## src/rtl/simon_key_sequencer_if.sv

```systemverilog
// Bundle between the SIMON key-schedule sequencer and its neighbours.
//   master : the sequencer. It takes in the master-key load, round-key
//            backpressure and the expansion result. It drives the
//            round-key stream and the key window / round count that
//            feed the expansion stage.
//   slave  : the environment (load source, round datapath, expansion stage).
// Signals:
//   key_load / key_in        master-key load request and key (word 0 = k0)
//   rk_valid / rk_ready      round-key handshake
//   rk / rk_round            current round key and its index
//   done / busy              schedule status
//   exp_count / exp_keys     registered round count and window to expansion
//   exp_word                 expansion result k(i+M)
interface simon_key_sequencer_if #(
  parameter int N  = 16,
  parameter int M  = 4,
  parameter int Co = 5
);
  logic                  key_load;
  logic [M-1:0][N-1:0]   key_in;
  logic                  rk_ready;
  logic                  rk_valid;
  logic [N-1:0]          rk;
  logic [Co-1:0]         rk_round;
  logic                  done;
  logic                  busy;
  logic [Co-1:0]         exp_count;
  logic [M-1:0][N-1:0]   exp_keys;
  logic [N-1:0]          exp_word;

  modport master (
    input  key_load, key_in, rk_ready, exp_word,
    output rk_valid, rk, rk_round, done, busy, exp_count, exp_keys
  );

  modport slave (
    output key_load, key_in, rk_ready, exp_word,
    input  rk_valid, rk, rk_round, done, busy, exp_count, exp_keys
  );
endinterface

```

## src/rtl/simon_key_sequencer.sv

```systemverilog
// SIMON key-schedule sequencer.
// It holds the M-word key window and feeds it, together with the round count,
// to an external combinational expansion stage. At each accepted round key it
// shifts the window down one word and captures the expansion result into the
// top word. It streams one round key per cycle over rk_valid/rk_ready.
// Ports:
//   clk     rising-edge clock
//   nReset  synchronous active-low reset
//   bus     simon_key_sequencer_if.master (load, round-key stream, expansion)

// One word of the key window. The load takes priority over the shift.
module simon_key_word #(
  parameter int N = 16
) (
  input  logic         clk,
  input  logic         nReset,
  input  logic         load,
  input  logic         shift,
  input  logic [N-1:0] load_val,
  input  logic [N-1:0] shift_val,
  output logic [N-1:0] q
);
  always_ff @(posedge clk) begin
    if (!nReset)    q <= '0;
    else if (load)  q <= load_val;
    else if (shift) q <= shift_val;
  end
endmodule

module simon_key_sequencer #(
  parameter int N  = 16,
  parameter int M  = 4,
  parameter int T  = 32,
  parameter int Co = 5
) (
  input  logic                   clk,
  input  logic                   nReset,
  simon_key_sequencer_if.master  bus
);
  typedef enum logic [1:0] {IDLE = 2'd0, RUN = 2'd1, DONE = 2'd2} state_t;

  localparam logic [Co-1:0] LAST = Co'(T - 1);

  state_t        state_q, state_d;
  logic [Co-1:0] round_q;
  logic [N-1:0]  window [M];

  logic rk_valid, busy, done;
  logic hs, last, shift;

  // A load in the same cycle as a ready round key takes priority, so that
  // key is not counted as delivered.
  assign hs    = rk_valid & bus.rk_ready & ~bus.key_load;
  assign last  = (round_q == LAST);
  // The final handshake only moves the FSM to DONE. The window and round
  // stay frozen so that round never passes T-1.
  assign shift = hs & ~last;

  // ---------------- state register ----------------
  always_ff @(posedge clk) begin
    if (!nReset) state_q <= IDLE;
    else         state_q <= state_d;
  end

  // ---------------- next state ----------------
  always_comb begin
    state_d = state_q;
    if (bus.key_load) state_d = RUN;
    else begin
      unique case (state_q)
        RUN:     if (hs && last) state_d = DONE;
        default: state_d = state_q;
      endcase
    end
  end

  // ---------------- outputs ----------------
  always_comb begin
    rk_valid = 1'b0;
    busy     = 1'b0;
    done     = 1'b0;
    unique case (state_q)
      RUN:     begin rk_valid = 1'b1; busy = 1'b1; end
      DONE:    done = 1'b1;
      default: ;
    endcase
  end

  // ---------------- round counter ----------------
  always_ff @(posedge clk) begin
    if (!nReset)           round_q <= '0;
    else if (bus.key_load) round_q <= '0;
    else if (shift)        round_q <= round_q + 1'b1;
  end

  // ---------------- key window ----------------
  // Each word shifts down one place. The top word takes the expansion result.
  for (genvar j = 0; j < M; j++) begin : g_win
    logic [N-1:0] shin;
    if (j == M - 1) begin : g_top
      assign shin = bus.exp_word;
    end else begin : g_mid
      assign shin = window[j+1];
    end
    simon_key_word #(.N(N)) u_word (
      .clk       (clk),
      .nReset    (nReset),
      .load      (bus.key_load),
      .shift     (shift),
      .load_val  (bus.key_in[j]),
      .shift_val (shin),
      .q         (window[j])
    );
  end

  always_comb begin
    bus.exp_keys = '0;
    for (int j = 0; j < M; j++) bus.exp_keys[j] = window[j];
  end

  // The window is all zero after reset, so rk is zero in IDLE without muxing.
  assign bus.exp_count = round_q;
  assign bus.rk        = window[0];
  assign bus.rk_round  = round_q;
  assign bus.rk_valid  = rk_valid;
  assign bus.busy      = busy;
  assign bus.done      = done;
endmodule

```

## src/flat_wrapper.sv

```systemverilog
// flat-port wrapper written by rule: the top's interface ports become plain ports
module simon_key_sequencer_flat 
#(
  parameter int N  = 16,
  parameter int M  = 4,
  parameter int T  = 32,
  parameter int Co = 5
)
  (clk, nReset, bus_key_load, bus_key_in, bus_rk_ready, bus_exp_word, bus_rk_valid, bus_rk, bus_rk_round, bus_done, bus_busy, bus_exp_count, bus_exp_keys);
  simon_key_sequencer_if #(.N(N), .M(M), .Co(Co)) bus_i ();
  input  logic clk;
  input  logic nReset;
  input wire logic [$bits(bus_i.key_load)-1:0] bus_key_load;
  input wire logic [$bits(bus_i.key_in)-1:0] bus_key_in;
  input wire logic [$bits(bus_i.rk_ready)-1:0] bus_rk_ready;
  input wire logic [$bits(bus_i.exp_word)-1:0] bus_exp_word;
  output wire logic [$bits(bus_i.rk_valid)-1:0] bus_rk_valid;
  output wire logic [$bits(bus_i.rk)-1:0] bus_rk;
  output wire logic [$bits(bus_i.rk_round)-1:0] bus_rk_round;
  output wire logic [$bits(bus_i.done)-1:0] bus_done;
  output wire logic [$bits(bus_i.busy)-1:0] bus_busy;
  output wire logic [$bits(bus_i.exp_count)-1:0] bus_exp_count;
  output wire logic [$bits(bus_i.exp_keys)-1:0] bus_exp_keys;
  assign bus_i.key_load = bus_key_load;
  assign bus_i.key_in = bus_key_in;
  assign bus_i.rk_ready = bus_rk_ready;
  assign bus_i.exp_word = bus_exp_word;
  assign bus_rk_valid = bus_i.rk_valid;
  assign bus_rk = bus_i.rk;
  assign bus_rk_round = bus_i.rk_round;
  assign bus_done = bus_i.done;
  assign bus_busy = bus_i.busy;
  assign bus_exp_count = bus_i.exp_count;
  assign bus_exp_keys = bus_i.exp_keys;
  simon_key_sequencer #(.N(N), .M(M), .T(T), .Co(Co)) u_core (.clk(clk), .nReset(nReset), .bus(bus_i));
endmodule
```

## config.mk

```make
export PLATFORM = sky130hd
export DESIGN_NAME = simon_key_sequencer_flat
export DESIGN_NICKNAME = d
export VERILOG_FILES = /design/src/rtl/simon_key_sequencer_if.sv /design/src/rtl/simon_key_sequencer.sv /design/src/flat_wrapper.sv
export SDC_FILE = /design/constraint.sdc
export NUM_CORES = 1
export LEC_CHECK = 0
export ABC_AREA = 1
export BUFFER_PORTS_ARGS = -buffer_cell sky130_fd_sc_hd__buf_2
export CORE_ASPECT_RATIO = 0.8
export CORE_MARGIN = 8
export CORE_UTILIZATION = 47
export DETAILED_ROUTE_END_ITERATION = 16
export PLACE_DENSITY = 0.81
export REMOVE_ABC_BUFFERS = 1
export SLEW_MARGIN = 20
export SYNTH_ARGS = -nofsm -noshare
export SYNTH_HDL_FRONTEND = slang
export SYNTH_HIERARCHICAL = 1
export SYNTH_SLANG_ARGS = --single-unit
```

## constraint.sdc

```tcl
create_clock -name clk -period 2.19 [get_ports clk]
set_clock_uncertainty 0.15 [all_clocks]
set_input_delay 0.1095 -clock clk [delete_from_list [all_inputs] [get_ports clk]]
set_output_delay 0.1095 -clock clk [all_outputs]
set_load 0.02 [all_outputs]
```

# Word-level counts from Yosys, hierarchy flattened
# Cells that the tools add are included.
# op_classes
add_sub_neg	1
eq_ne	3
n_mux	13
bitwise_logic	6
n_reduce_logical	7
# op_table
op	n
$mux 16	8
$reduce_bool 2->1	3
$add 5x1->5 const B	1
$eq 5x5->1 const B	1
$mux 1	5
$reduce_and 2->1	2
$and 1x1->1	3
$not 1->1	3
$eq 2x1->1 const B	1
$eq 2x2->1 const B	1
$reduce_or 2->1	1
$logic_and 1x1->1	1
# word_totals
ff_bits	71
input_bits	84
output_inout_bits	93
word_cells	37

# Depth between registers and ports, before layout
# Gate-level depths: netlist of the first run.
# depth
word_depth	8
depth_mapped	12
depth_no_buf	10

# Cells and area by module
# The synthesis of the first run kept the hierarchy.
# by_module_without_submodules
mod	n_inst	cells_per_inst	area_per_inst_um2	seq_area_each_um2
simon_key_word	4	122	807.0	320.3
simon_key_sequencer	1	77	560.5	140.1

# Worst setup path before layout of the first run
# Ideal clock, no wire load.
# synth_path
path_type	reg2reg
start	register u_core.round_q[0] (netlist: u_core/bus.exp_count[0])
end	register u_core.g_win[0].u_word.q[6]
setup_time_ps	108
t_arrival_ps	1828
required_ps	1932
setup_slack_ps	104
path_stages_with_launch	12
n_path_buf	2
period_less_slack_ps	2086
path_cell_list	dfxtp_1 -> ha_1 -> inv_1 -> nor3_1 -> ha_1 -> nor2_8 -> buf_4 -> buf_4 -> nand3_1 -> nand3_1 -> nand2_1 -> inv_2
# synth_between
elab_chain_len	4
# synth_rtl
item	line_no	source
from (decl)	simon_key_sequencer.sv:45	logic [Co-1:0] round_q;
from (signal assigned)	simon_key_sequencer.sv:93	else if (shift) round_q <= round_q + 1'b1;
$eq 5x5->1	simon_key_sequencer.sv:54	assign last = (round_q == LAST);
$not 1->1	simon_key_sequencer.sv:57	assign shift = hs & ~last;
$and 1x1->1	simon_key_sequencer.sv:57	
net u_core.shift	simon_key_sequencer.sv:49	logic hs, last, shift;
$reduce_bool 2->1 (no source line)	--	
to (signal assigned)	simon_key_sequencer.sv:25	else if (load) q <= load_val;
to (signal assigned)	simon_key_sequencer.sv:26	else if (shift) q <= shift_val;
to (decl)	simon_key_sequencer.sv:21	output logic [N-1:0] q
# The timed path passes the listed nets, and every way through them passes these cells.
# A chain may end at the register's enable or synchronous reset.

# Worst setup path in the final report of the first run
# layout_path
start	register u_core.round_q[0] (netlist: u_core/bus.exp_count[0])
end	register u_core.g_win[2].u_word.q[2]
# layout_between
elab_chain_len	4
# layout_rtl
item	line_no
$eq 5x5->1	simon_key_sequencer.sv:54
$not 1->1	simon_key_sequencer.sv:57
$and 1x1->1	simon_key_sequencer.sv:57
net u_core.shift	simon_key_sequencer.sv:49
$reduce_bool 2->1 (no source line)	--
to (signal assigned)	simon_key_sequencer.sv:25
to (signal assigned)	simon_key_sequencer.sv:26
to (decl)	simon_key_sequencer.sv:21
# The timed path passes the listed nets, and every way through them passes these cells.

==> key figures, run 1 <==
Detailed routing
  – Routed WL: 13.8 mm
  – Via density: 4.96
  – Drt first pass iters: 5
  – DRC: 0
  – Routed len/inst: 15.3 µm
  – Initial DRC Count: 413
  – Routed Antenna Nets: 0
  – Via count: 4481

Timing
  – Final setup vio count: 0
  – Slew @ Worst Pin: 0.587 ns
  – Final TNS setup: 0 ns
  – Final setup margin: 0.0938 ns
  – Minimum clock period: 2.10 ns
  – Slew headroom: 0.608
  – Slew Limit Fails: 0
  – Final hold violation count: 0
  – Unrepaired setup endpoints after global routing: no
  – Final Cycle Share: 0.957
  – F_max: 477 MHz

Worst setup path
  – Critical path depth in cells: 11
  – Reg2Reg Depth: 11
  – Endpoint of the most critical register-to-register path: u_core/g_win[2].u_word/q[2]$_SDFFE_PN0P_
  – Critical path origin: u_core/bus.exp_count[0]$_SDFFE_PP0P_
  – CP cell instances: ha_1, inv_1, nor3_1, ha_2, nor2_8, buf_12, nor2_8, nand2_1, nand3_1, nand2_1, inv_1
  – CP max-delay cell: dfxtp_1
  – Critical path class: register to register
  – Max FO, Critical Path: 16
  – CP top delay family: simple AND/OR/NAND/NOR gates
  – CP peak stage delay: 0.34 ns
  – CP endpoint: u_core/g_win[2].u_word/q[2]$_SDFFE_PN0P_
  – CP bufs+invs: 3
  – Reg2reg start: u_core/bus.exp_count[0]$_SDFFE_PP0P_
  – Worst EP arrival: 2.24 ns
  – Worst Setup Start Kind: register
  – Worst Path Required: 2.33 ns
  – Critical path endpoint category: register
  – FF-to-FF setup slack: 0.09 ns

Layout
  – Nets: 878
  – Fill cells: 615
  – Area growth, synth to finish: 45.8%
  – Layout cells sized above 1: 0.277

Clocking
  – Cts bufs inserted: 9
  – Clock sink count: 71
  – Clock slew at reported path FFs: 0.08 ns
  – CTS tree: yes
  – Clock tree buffer depth: 2
  – CTS root buf: clkbuf_8
  – Worst-Skew Late Latency: 0.34 ns
  – Clock H-tree levels: 3

Placement
  – RD Place Congestion: 0.813
  – IO buf count: 176
  – Place WS: 0.109 ns
  – Final HPWL DP: 8.85 mm

Floorplan
  – Die Ht: 96.3 µm
  – # rows: 29
  – Die area: 11200 µm²
  – Die X-Extent: 116 µm
  – Core footprint: 7870 µm²
  – Starting Density: 0.481
  – Io pins: 177

Global route
  – Antenna violations before repair: 1
  – GRT Resource Usage Total: 0.243
  – First-pass GRT wire length: 21.4 mm
  – Vias in the first global route: 4399
  – Pin count of the biggest net entering global routing: 51
  – Grt ovf: 0

Power and ir drop
  – NetSw: 930 µW
  – Switching Fraction: 0.304
  – Int Pwr: 2130 µW
  – Cell Pwr Density: 554 nW/µm²
  – Clk pwr share: 0.302
  – Sequential Power Share: 0.465
  – Worst VDD drop: 0.000413 V
  – Logic pwr share: 0.233
  – Pleak: 0.00320 µW

Status
  – Status: finished, final reports clean

Run
  – Number of max-cap violations: 0

Synthesis
  – Syn Inst Count: 565
  – Avg Inst Size Synth: 6.71 µm²
  – YS warnings: 6
  – Register area share after synthesis: 0.375
  – Cell variety after synth: 20
  – Synth Register Bits: 71
  – Syn Std Cell Area: 3790 µm²

Hold path
  – Tightest Hold Check Type: input pin to register
[cell families after synthesis]
logic type | Yosys count | share of synthesized area
adder cells (fa/ha/maj) | 2 | 0.00660
flip-flops | 71 | 0.375
buffers and inverters | 132 | 0.187
AO/OA/AOI/OAI | 7 | 0.00991
AND/OR/NAND/NOR | 353 | 0.421
[flip-flops by register name, indices dropped and copies added, names as in the netlist]
register	count
u_core/g_win.u_word/q	64
u_core/bus.exp_count	5
u_core/state_q	2
[cell usage in the layout, fill, tap and decap left out, types with 2 or more instances in the layout]
cell type	Yosys	routed
nor2_8	5	5
inv_1	69	69
dlygate4sd3_1	0	81
buf_4	30	9
inv_2	9	9
clkbuf_8	0	11
buf_12	0	4
nor2_1	2	2
nand2_1	210	210
dfxtp_1	71	71
clkbuf_1	4	2
buf_2	8	175
nor2_4	1	2
a21oi_1	6	6
nand3_1	130	130
[final cells by class]
| class | count | area, µm² | share of cell area |
|---|---|---|---|
| Timing Repair Buffer | 269 | 1830 | 0.332 |
| Multi-Input combinational cell | 363 | 1670 | 0.303 |
| Sequential cell | 71 | 1420 | 0.257 |
| Inverter | 78 | 293 | 0.0530 |
| Clock buffer | 13 | 159 | 0.0288 |
| Tap cell | 108 | 135 | 0.0245 |
| Clock inverter | 1 | 5.00 | 0.000906 |
| Antenna cell | 1 | 2.50 | 0.000453 |
[metal layers]
| metal | part of all wire | wire, µm | up-vias | GRT usage |
|---|---|---|---|---|
| met4 | 0.018 | 250 | 0 | 0.0786 |
| met3 | 0.13 | 1740 | 26 | 0.0940 |
| met2 | 0.47 | 6450 | 287 | 0.416 |
| met5 | 0 | 0 | - | 0 |
| li1 | - | - | 2181 | - |
| met1 | 0.39 | 5370 | 1987 | 0.273 |
[per-stage QoR]
stage	total power [µW]	util	area, µm²	hold slack [ns]	std cells
after global routing	3200	0.701	5520	0.0847	904
after global placement	2020	0.576	4530	0.252	807
after CTS	3060	0.699	5510	0.0696	902
final	3060	0.701	5520	0.0758	904
after floorplan	1740	-	3370	0.0571	511
after detailed placement	2030	0.576	4530	0.259	807
[worst min-delay path by stage]
stage	start	endpoint	slack (ns)	cells past startpoint
after floorplan	nReset	u_core/g_win[0].u_word/q[0]$_SDFFE_PN0P_	0.06	2
after detailed placement	bus_key_in[3]	u_core/g_win[0].u_word/q[3]$_SDFFE_PN0P_	0.26	5
final	nReset	u_core/g_win[0].u_word/q[15]$_SDFFE_PN0P_	0.08	3
after global routing	nReset	u_core/g_win[2].u_word/q[14]$_SDFFE_PN0P_	0.08	3
after CTS	nReset	u_core/g_win[0].u_word/q[3]$_SDFFE_PN0P_	0.07	3
after global placement	bus_key_in[56]	u_core/g_win[3].u_word/q[8]$_SDFFE_PN0P_	0.25	5
[cells in the mapped netlist (all sizes together)]
cell type  instances  area share
a21oi              6      0.0079
buf               50        0.11
clkbuf             4      0.0040
dfxtp             71        0.38
ha                 2      0.0066
inv               78       0.077
nand2            211        0.21
nand3            131        0.17
nand4              1      0.0017
nor2               9       0.033
nor3               1      0.0013
o211ai             1      0.0020
[worst register-to-register path, stage by stage, from the launching register on]
cell,delay [ns]
dfxtp_1,0.34
ha_1,0.17
inv_1,0.06
nor3_1,0.21
ha_2,0.30
nor2_8,0.09
buf_12,0.17
nor2_8,0.22
nand2_1,0.11
nand3_1,0.11
nand2_1,0.07
inv_1,0.05
[power by group through the flow]
stage | Clock [µW] | Sequential, µW | Combinational [µW]
detailed placement | 0 | 1450 | 580
global placement | 0 | 1450 | 570
global route | 993 | 1430 | 772
CTS | 945 | 1420 | 691
floorplan | 0 | 1540 | 201
finish | 925 | 1420 | 714
[what timing repair did]
action | in CTS | in global routing
hold buffers | 81 | 0
endpoints found under the setup margin | 0 | 40
gates resized for setup | 0 | 1
hold endpoints to repair | 65 | 0
buffers inserted | 0 | 0
Power figures use the tool's default switching activity.
==> run 2, diff against run 1 <==
--- a/config.mk
+++ b/config.mk
@@ -13,6 +13,7 @@
 export DETAILED_ROUTE_END_ITERATION = 16
 export PLACE_DENSITY = 0.81
 export REMOVE_ABC_BUFFERS = 1
+export SETUP_SLACK_MARGIN = 0.3
 export SLEW_MARGIN = 20
 export SYNTH_ARGS = -nofsm -noshare
 export SYNTH_HDL_FRONTEND = slang
==> run 2 against run 1 <==
  * Die area stayed put
  * Global-route usage is 0.47 points higher
  * Clock-buffer cell count stayed put
  * Power is 0.67% higher
  * Maximum frequency is 5.9% higher
  * Sequential power hardly changed
  * Final cell count is 0.77% higher
  * Register-to-register slack better by 0.12 ns
  * Utilization is 2.0 points higher
  * Worst hold slack better by 0.0059 ns
  * Design area is 2.9% higher
  * Critical path depth stayed put
==> key figures, run 2 (same netlist as run 1, synthesis figures left out) <==
Status
  – Status: finished, final reports clean (unchanged)

Power and ir drop
  – Worst VDD drop: 0.000412 V (was 0.000413 V)
  – Tot Pwr: 3080 µW (was 3060 µW)
  – Pleak: 0.00328 µW (was 0.00320 µW)
  – Cell Pwr Density: 542 nW/µm² (was 554 nW/µm²)

Hold path
  – Hold Path Cell Cnt: 3 (unchanged)
  – HP Start: nReset (unchanged)
  – WHS Endpoint: u_core/g_win[0].u_word/q[13]$_SDFFE_PN0P_ (was u_core/g_win[0].u_word/q[15]$_SDFFE_PN0P_)
  – Tightest Hold Check Type: input pin to register (unchanged)

Clocking
  – CTS tree: yes (unchanged)
  – Clock tree buffer depth: 2 (unchanged)
  – Clock slew at reported path FFs: 0.08 ns (about the same)
  – CTS root buf: clkbuf_8 (unchanged)
  – Clock H-tree levels: 3 (unchanged)
  – Cts bufs inserted: 9 (unchanged)
  – Clock sink count: 71 (unchanged)
  – Worst-Skew Late Latency: 0.34 ns (about the same)

Detailed routing
  – Via count: 4643 (was 4481)
  – Via density: 5.10 (was 4.96)
  – Routed len/inst: 15.7 µm (was 15.3 µm)
  – DRC: 0 (unchanged)
  – Drt first pass iters: 5 (unchanged)
  – Routed Antenna Nets: 0 (unchanged)
  – Initial DRC Count: 483 (was 413)
  – Routed WL: 14.3 mm (was 13.8 mm)

Floorplan
  – Die X-Extent: 116 µm (unchanged)
  – Core footprint: 7870 µm² (unchanged)
  – Die Ht: 96.3 µm (unchanged)
  – # rows: 29 (unchanged)
  – Starting Density: 0.481 (unchanged)
  – Io pins: 177 (unchanged)
  – Die area: 11200 µm² (unchanged)

Worst setup path
  – FF-to-FF setup slack: 0.21 ns (was 0.09 ns)
  – Worst EP arrival: 2.12 ns (was 2.24 ns)
  – CP dominant cell by count: ha_4
  – CP cell instances: ha_4, inv_2, nor3_4, ha_4, nor2_8, buf_12, nor2_4, nand2_2, nand3_1, nand2_1, inv_1 (was ha_1, inv_1, nor3_1, ha_2, nor2_8, buf_12, nor2_8, nand2_1, nand3_1, nand2_1, inv_1)
  – CP max-delay cell: dfxtp_2 (was dfxtp_1)
  – Max FO, Critical Path: 8 (was 16)
  – Reg2Reg Depth: 11 (unchanged)
  – Reg2reg start: u_core/bus.exp_count[1]$_SDFFE_PP0P_ (was u_core/bus.exp_count[0]$_SDFFE_PP0P_)
  – CP top delay family: simple AND/OR/NAND/NOR gates (unchanged)
  – Worst Setup Start Kind: register (unchanged)
  – Endpoint of the most critical register-to-register path: u_core/g_win[1].u_word/q[9]$_SDFFE_PN0P_ (was u_core/g_win[2].u_word/q[2]$_SDFFE_PN0P_)
  – Critical path class: register to register (unchanged)
  – CP bufs+invs: 3 (unchanged)
  – Critical path endpoint category: register (unchanged)
  – CP peak stage delay: 0.36 ns (was 0.34 ns)
  – Worst Path Required: 2.33 ns (about the same)

Timing
  – Hold WS: 0.0817 ns (was 0.0758 ns)
  – Unrepaired setup endpoints after global routing: yes (was no)
  – Final hold violation count: 0 (unchanged)
  – Slew headroom: 0.576 (was 0.608)
  – Slew Limit Fails: 0 (unchanged)
  – Final Cycle Share: 0.904 (was 0.957)
  – F_max: 505 MHz (was 477 MHz)
  – Final setup margin: 0.211 ns (was 0.0938 ns)
  – Final setup vio count: 0 (unchanged)
  – Slew @ Worst Pin: 0.637 ns (was 0.587 ns)
  – Minimum clock period: 1.98 ns (was 2.10 ns)

Layout
  – Biggest register: u_core/g_win.u_word/q (unchanged)
  – Nets: 885 (was 878)
  – Commonest non-fill, non-tap cell in the layout: nand2_1 (unchanged)
  – Area growth, synth to finish: 50.0% (was 45.8%)
  – Max reg flops: 64 (unchanged)
  – Most frequent cells in the layout: nand2_1 (203), buf_2 (175), nand3_1 (124), dlygate4sd3_1 (81), dfxtp_1 (69) (was nand2_1 (210), buf_2 (175), nand3_1 (130), dlygate4sd3_1 (81), dfxtp_1 (71))
  – Layout cells sized above 1: 0.305 (was 0.277)

Global route
  – Antenna violations before repair: 1 (unchanged)
  – Vias in the first global route: 4503 (was 4399)
  – First-pass GRT wire length: 21.8 mm (was 21.4 mm)
  – Pin count of the biggest net entering global routing: 52 (was 51)
  – Grt ovf: 0 (unchanged)
  – GRT Resource Usage Total: 0.247 (was 0.243)

Placement
  – Final HPWL DP: 8.85 mm (unchanged)
  – RD Place Congestion: 0.813 (unchanged)
  – IO buf count: 176 (unchanged)
  – Place WS: 0.109 ns (unchanged)

Run
  – Number of max-cap violations: 0 (unchanged)
==> run 2: changes by cell type in the layout (fill, tap and decap cells not counted), sizes merged <==
cell / previous run / this run
clkbuf: 13 / 14
nor2: 10 / 12
buf: 188 / 192
==> run 2: worst max-delay path by stage <==
stage / start / to / cells past startpoint
after detailed placement: u_core/bus.exp_count[0]$_SDFFE_PP0P_ / u_core/g_win[3].u_word/q[10]$_SDFFE_PN0P_ / 11
after CTS: u_core/bus.exp_count[0]$_SDFFE_PP0P_ / u_core/g_win[2].u_word/q[10]$_SDFFE_PN0P_ / 11
after floorplan: u_core/bus.exp_count[0]$_SDFFE_PP0P_ / u_core/g_win[0].u_word/q[6]$_SDFFE_PN0P_ / 10
after global routing: u_core/bus.exp_count[0]$_SDFFE_PP0P_ / u_core/g_win[1].u_word/q[7]$_SDFFE_PN0P_ / 11
final: u_core/bus.exp_count[1]$_SDFFE_PP0P_ / u_core/g_win[1].u_word/q[9]$_SDFFE_PN0P_ / 11
after global placement: u_core/bus.exp_count[0]$_SDFFE_PP0P_ / u_core/g_win[2].u_word/q[10]$_SDFFE_PN0P_ / 11
==> run 2: per-stage QoR <==
| stage | std cells | setup TNS [ns] | util | area [µm²] |
|---|---|---|---|---|
| detailed placement | 807 | 0 | 0.576 | 4530 |
| finish | 911 | 0 | 0.722 | 5680 |
| floorplan | 511 | -11.47 | - | 3370 |
| global route | 911 | 0 | 0.722 | 5680 |
| CTS | 908 | 0 | 0.707 | 5570 |
| global placement | 807 | 0 | 0.576 | 4530 |
==> run 2: per-layer routing <==
metal	track usage	wire length, µm	vias up
met2	0.419	6720	324
li1	-	-	2200
met4	0.0883	310	0
met5	0	0	-
met1	0.280	5550	2082
met3	0.0947	1750	37
==> run 2: area by class of cell <==
class,count,area (µm²)
clock inverters,1,5.00
fillers,601,2190
clock buffers,13,159
inverters,78,293
flip-flops and latches,71,1420
well taps,108,135
multi-input cells,365,1780
diodes,1,2.50
repair buffers,274,1890
==> run 2: power breakdown <==
group	switching, µW	internal [µW]	total [µW]
logic	419	316	735
clock network	461	461	922
registers	62.8	1360	1420
==> run 2: what timing repair did <==
action	4_1_cts	5_1_grt
endpoints found under the hold margin	65	0
pin swaps	7	19
endpoints found under the setup margin	68	68
buffers inserted	3	1
resized for setup	2	20
gates cloned	3	1
hold buffers	81	0
==> run 2: worst reg2reg max path, cell delays in order, from the launching register on <==
cell and delay [ns]:
dfxtp_2 0.36, ha_4 0.15, inv_2 0.05, nor3_4 0.23
ha_4 0.20, nor2_8 0.07, buf_12 0.16, nor2_4 0.28
nand2_2 0.10, nand3_1 0.08, nand2_1 0.05, inv_1 0.06
==> run 3, diff against run 2 <==
--- a/config.mk
+++ b/config.mk
@@ -8,7 +8,7 @@
 export ABC_AREA = 1
 export BUFFER_PORTS_ARGS = -buffer_cell sky130_fd_sc_hd__buf_2
 export CORE_ASPECT_RATIO = 0.8
-export CORE_MARGIN = 8
+export CORE_MARGIN = 1
 export CORE_UTILIZATION = 47
 export DETAILED_ROUTE_END_ITERATION = 16
 export PLACE_DENSITY = 0.81
==> run 3 against run 2 <==
  * Sequential power about the same
  * Clock power up 13%
  * Non-clock buffer count down 3
  * Via count up 1.1%
  * Largest cell class unchanged
  * Maximum frequency up 4.2%
  * Utilization up 2.8 points
  * Die area down 25%
==> key figures, run 3 (same netlist as run 1, synthesis figures left out) <==
Global route
  – Antenna violations before repair: 0 (was 1)
  – Grt met2 use: 0.536 (was 0.419)
  – First-pass GRT wire length: 19.9 mm (was 21.8 mm)
  – GR peak layer: met2 (unchanged)
  – GRT Resource Usage Total: 0.312 (was 0.247)
  – Met3 Use GR: 0.0682 (was 0.0947)
  – GR Layer Usage met1: 0.377 (was 0.280)
  – Pin count of the biggest net entering global routing: 79 (was 52)
  – Vias in the first global route: 4286 (was 4503)
  – Grt ovf: 0 (unchanged)

Power and ir drop
  – NetSw: 964 µW (was 943 µW)
  – Logic pwr share: 0.229 (was 0.239)
  – Int Pwr: 2230 µW (was 2140 µW)
  – Clk pwr share: 0.326 (was 0.299)
  – Worst VDD drop: 0.000403 V (was 0.000412 V)
  – Cell Pwr Density: 561 nW/µm² (was 542 nW/µm²)
  – Switching Fraction: 0.302 (was 0.306)
  – Sequential Power Share: 0.445 (was 0.462)
  – Pleak: 0.00329 µW (was 0.00328 µW)

Clocking
  – Cts bufs inserted: 9 (unchanged)
  – CTS tree: yes (unchanged)
  – Clock H-tree levels: 3 (unchanged)
  – Clock sink count: 71 (unchanged)
  – Worst-Skew Late Latency: 0.34 ns (about the same)
  – CTS root buf: clkbuf_8 (unchanged)
  – Clock slew at reported path FFs: 0.08 ns (about the same)
  – Clock tree buffer depth: 2 (unchanged)

Layout
  – Max reg flops: 64 (unchanged)
  – Biggest register: u_core/g_win.u_word/q (unchanged)
  – Area growth, synth to finish: 50.4% (was 50.0%)
  – Final design utilization: 0.750 (was 0.722)
  – Most frequent cells in the layout: nand2_1 (207), buf_2 (175), nand3_1 (126), dlygate4sd3_1 (81), dfxtp_1 (68) (was nand2_1 (203), buf_2 (175), nand3_1 (124), dlygate4sd3_1 (81), dfxtp_1 (69))
  – Layout cells sized above 1: 0.300 (was 0.305)
  – Diode count: 0 (was 1)
  – Nets: 883 (was 885)
  – Commonest non-fill, non-tap cell in the layout: nand2_1 (unchanged)

Timing
  – Slew @ Worst Pin: 0.462 ns (was 0.637 ns)
  – Final hold violation count: 0 (unchanged)
  – Final setup vio count: 0 (unchanged)
  – Unrepaired setup endpoints after global routing: yes (unchanged)
  – F_max: 526 MHz (was 505 MHz)
  – Final setup margin: 0.290 ns (was 0.211 ns)
  – Slew headroom: 0.692 (was 0.576)
  – Slew Limit Fails: 0 (unchanged)
  – Final Cycle Share: 0.867 (was 0.904)
  – Minimum clock period: 1.90 ns (was 1.98 ns)

Placement
  – Place WS: 0.0805 ns (was 0.109 ns)
  – RD Place Congestion: 0.854 (was 0.813)
  – IO buf count: 176 (unchanged)
  – Final HPWL DP: 7.48 mm (was 8.85 mm)

Worst setup path
  – Max FO, Critical Path: 8 (unchanged)
  – Worst EP arrival: 2.04 ns (was 2.12 ns)
  – Worst Path Required: 2.33 ns (about the same)
  – Critical path endpoint category: register (unchanged)
  – Worst Setup Start Kind: register (unchanged)
  – Critical path class: register to register (unchanged)

Floorplan
  – # rows: 28 (was 29)
  – Io pins: 177 (unchanged)
  – Core footprint: 7600 µm² (was 7870 µm²)
  – Starting Density: 0.498 (was 0.481)
  – Die X-Extent: 102 µm (was 116 µm)
  – Die area: 8430 µm² (was 11200 µm²)
  – Die Ht: 82.3 µm (was 96.3 µm)

Detailed routing
  – DRC: 0 (unchanged)
  – Routed Antenna Nets: 0 (unchanged)
  – Via count: 4695 (was 4643)
  – Initial DRC Count: 303 (was 483)
  – Drt first pass iters: 6 (was 5)
  – Routed len/inst: 14.6 µm (was 15.7 µm)
  – Routed WL: 13.2 mm (was 14.3 mm)
  – Via density: 5.18 (was 5.10)

Hold path
  – Tightest Hold Check Type: input pin to register (unchanged)

Run
  – Number of max-cap violations: 0 (unchanged)

Status
  – Status: finished, final reports clean (unchanged)
-- run 3: cell count changes in the layout (fill, tap and decap cells not counted), sizes merged --
cell / delta
buf: -3
clkbuf: -2
clkinv: +2
bufbuf: +1
bufinv: +1
diode: -1
nor2: +1
-- run 3: final cells by class --
type / count / area [µm²]
Fill cell: 547 / 1900
Inverter: 78 / 295
Clock buffer: 12 / 145
Timing Repair Buffer: 271 / 1890
Clock inverter: 4 / 45.0
Sequential cell: 71 / 1430
Tap cell: 105 / 131
Multi-Input combinational cell: 366 / 1770
-- run 3: power by group through the flow --
stage / Combinational, µW / Clock [µW] / Sequential, µW
after floorplan: 201 / 0 / 1540
after global placement: 557 / 0 / 1450
after detailed placement: 569 / 0 / 1450
after CTS: 702 / 1060 / 1420
after global routing: 791 / 1110 / 1430
final: 731 / 1040 / 1420
-- run 3: routing by layer --
metal	vias up	wire length (µm)
met3	35	1360
met5	-	0
met2	343	6330
met4	0	347
li1	2202	-
met1	2115	5200
-- run 3: per-stage QoR --
stage	setup TNS, ns	cell area [µm²]	power, µW	instances	hold WS, ns
6_report	0	5700	3190	907	0.0631
2_1_floorplan	-11.47	3370	1740	511	0.0571
3_5_place_dp	0	4490	2020	800	0.254
3_3_place_gp	0	4490	2000	800	0.250
4_1_cts	0	5630	3180	905	0.0520
5_1_grt	0	5700	3330	907	0.0776
-- run 3: worst paths after layout --
kind | startpoint | end | slack, ns | cells past startpoint
worst min register to register | u_core/bus.exp_count[3]$_SDFFE_PP0P_ | u_core/bus.exp_count[3]$_SDFFE_PP0P_ | 0.35 | 2
worst max register to register | u_core/bus.exp_count[0]$_SDFFE_PP0P_ | u_core/g_win[0].u_word/q[8]$_SDFFE_PN0P_ | 0.29 | 11
worst min-delay path | nReset | u_core/g_win[0].u_word/q[13]$_SDFFE_PN0P_ | 0.06 | 3
worst max-delay path | u_core/bus.exp_count[0]$_SDFFE_PP0P_ | u_core/g_win[0].u_word/q[8]$_SDFFE_PN0P_ | 0.29 | 11
-- run 3: critical path: stages (launching register included) --
cell     delay [ns]
dfxtp_2        0.36
ha_4           0.15
inv_4          0.04
nor3_4         0.15
ha_4           0.20
nor2_8         0.07
buf_12         0.15
nor2_4         0.24
nand2_1        0.13
nand3_2        0.07
nand2_1        0.06
inv_1          0.06
-- run 3: what timing repair did --
item                                   4_1_cts  5_1_grt
hold buffers                                81        0
gates cloned                                 6        0
endpoints found under the hold margin       66        0
setup endpoints to repair                   64       65
pin swaps                                   13       14
setup buffers                                2        2
resized for setup                            8       14
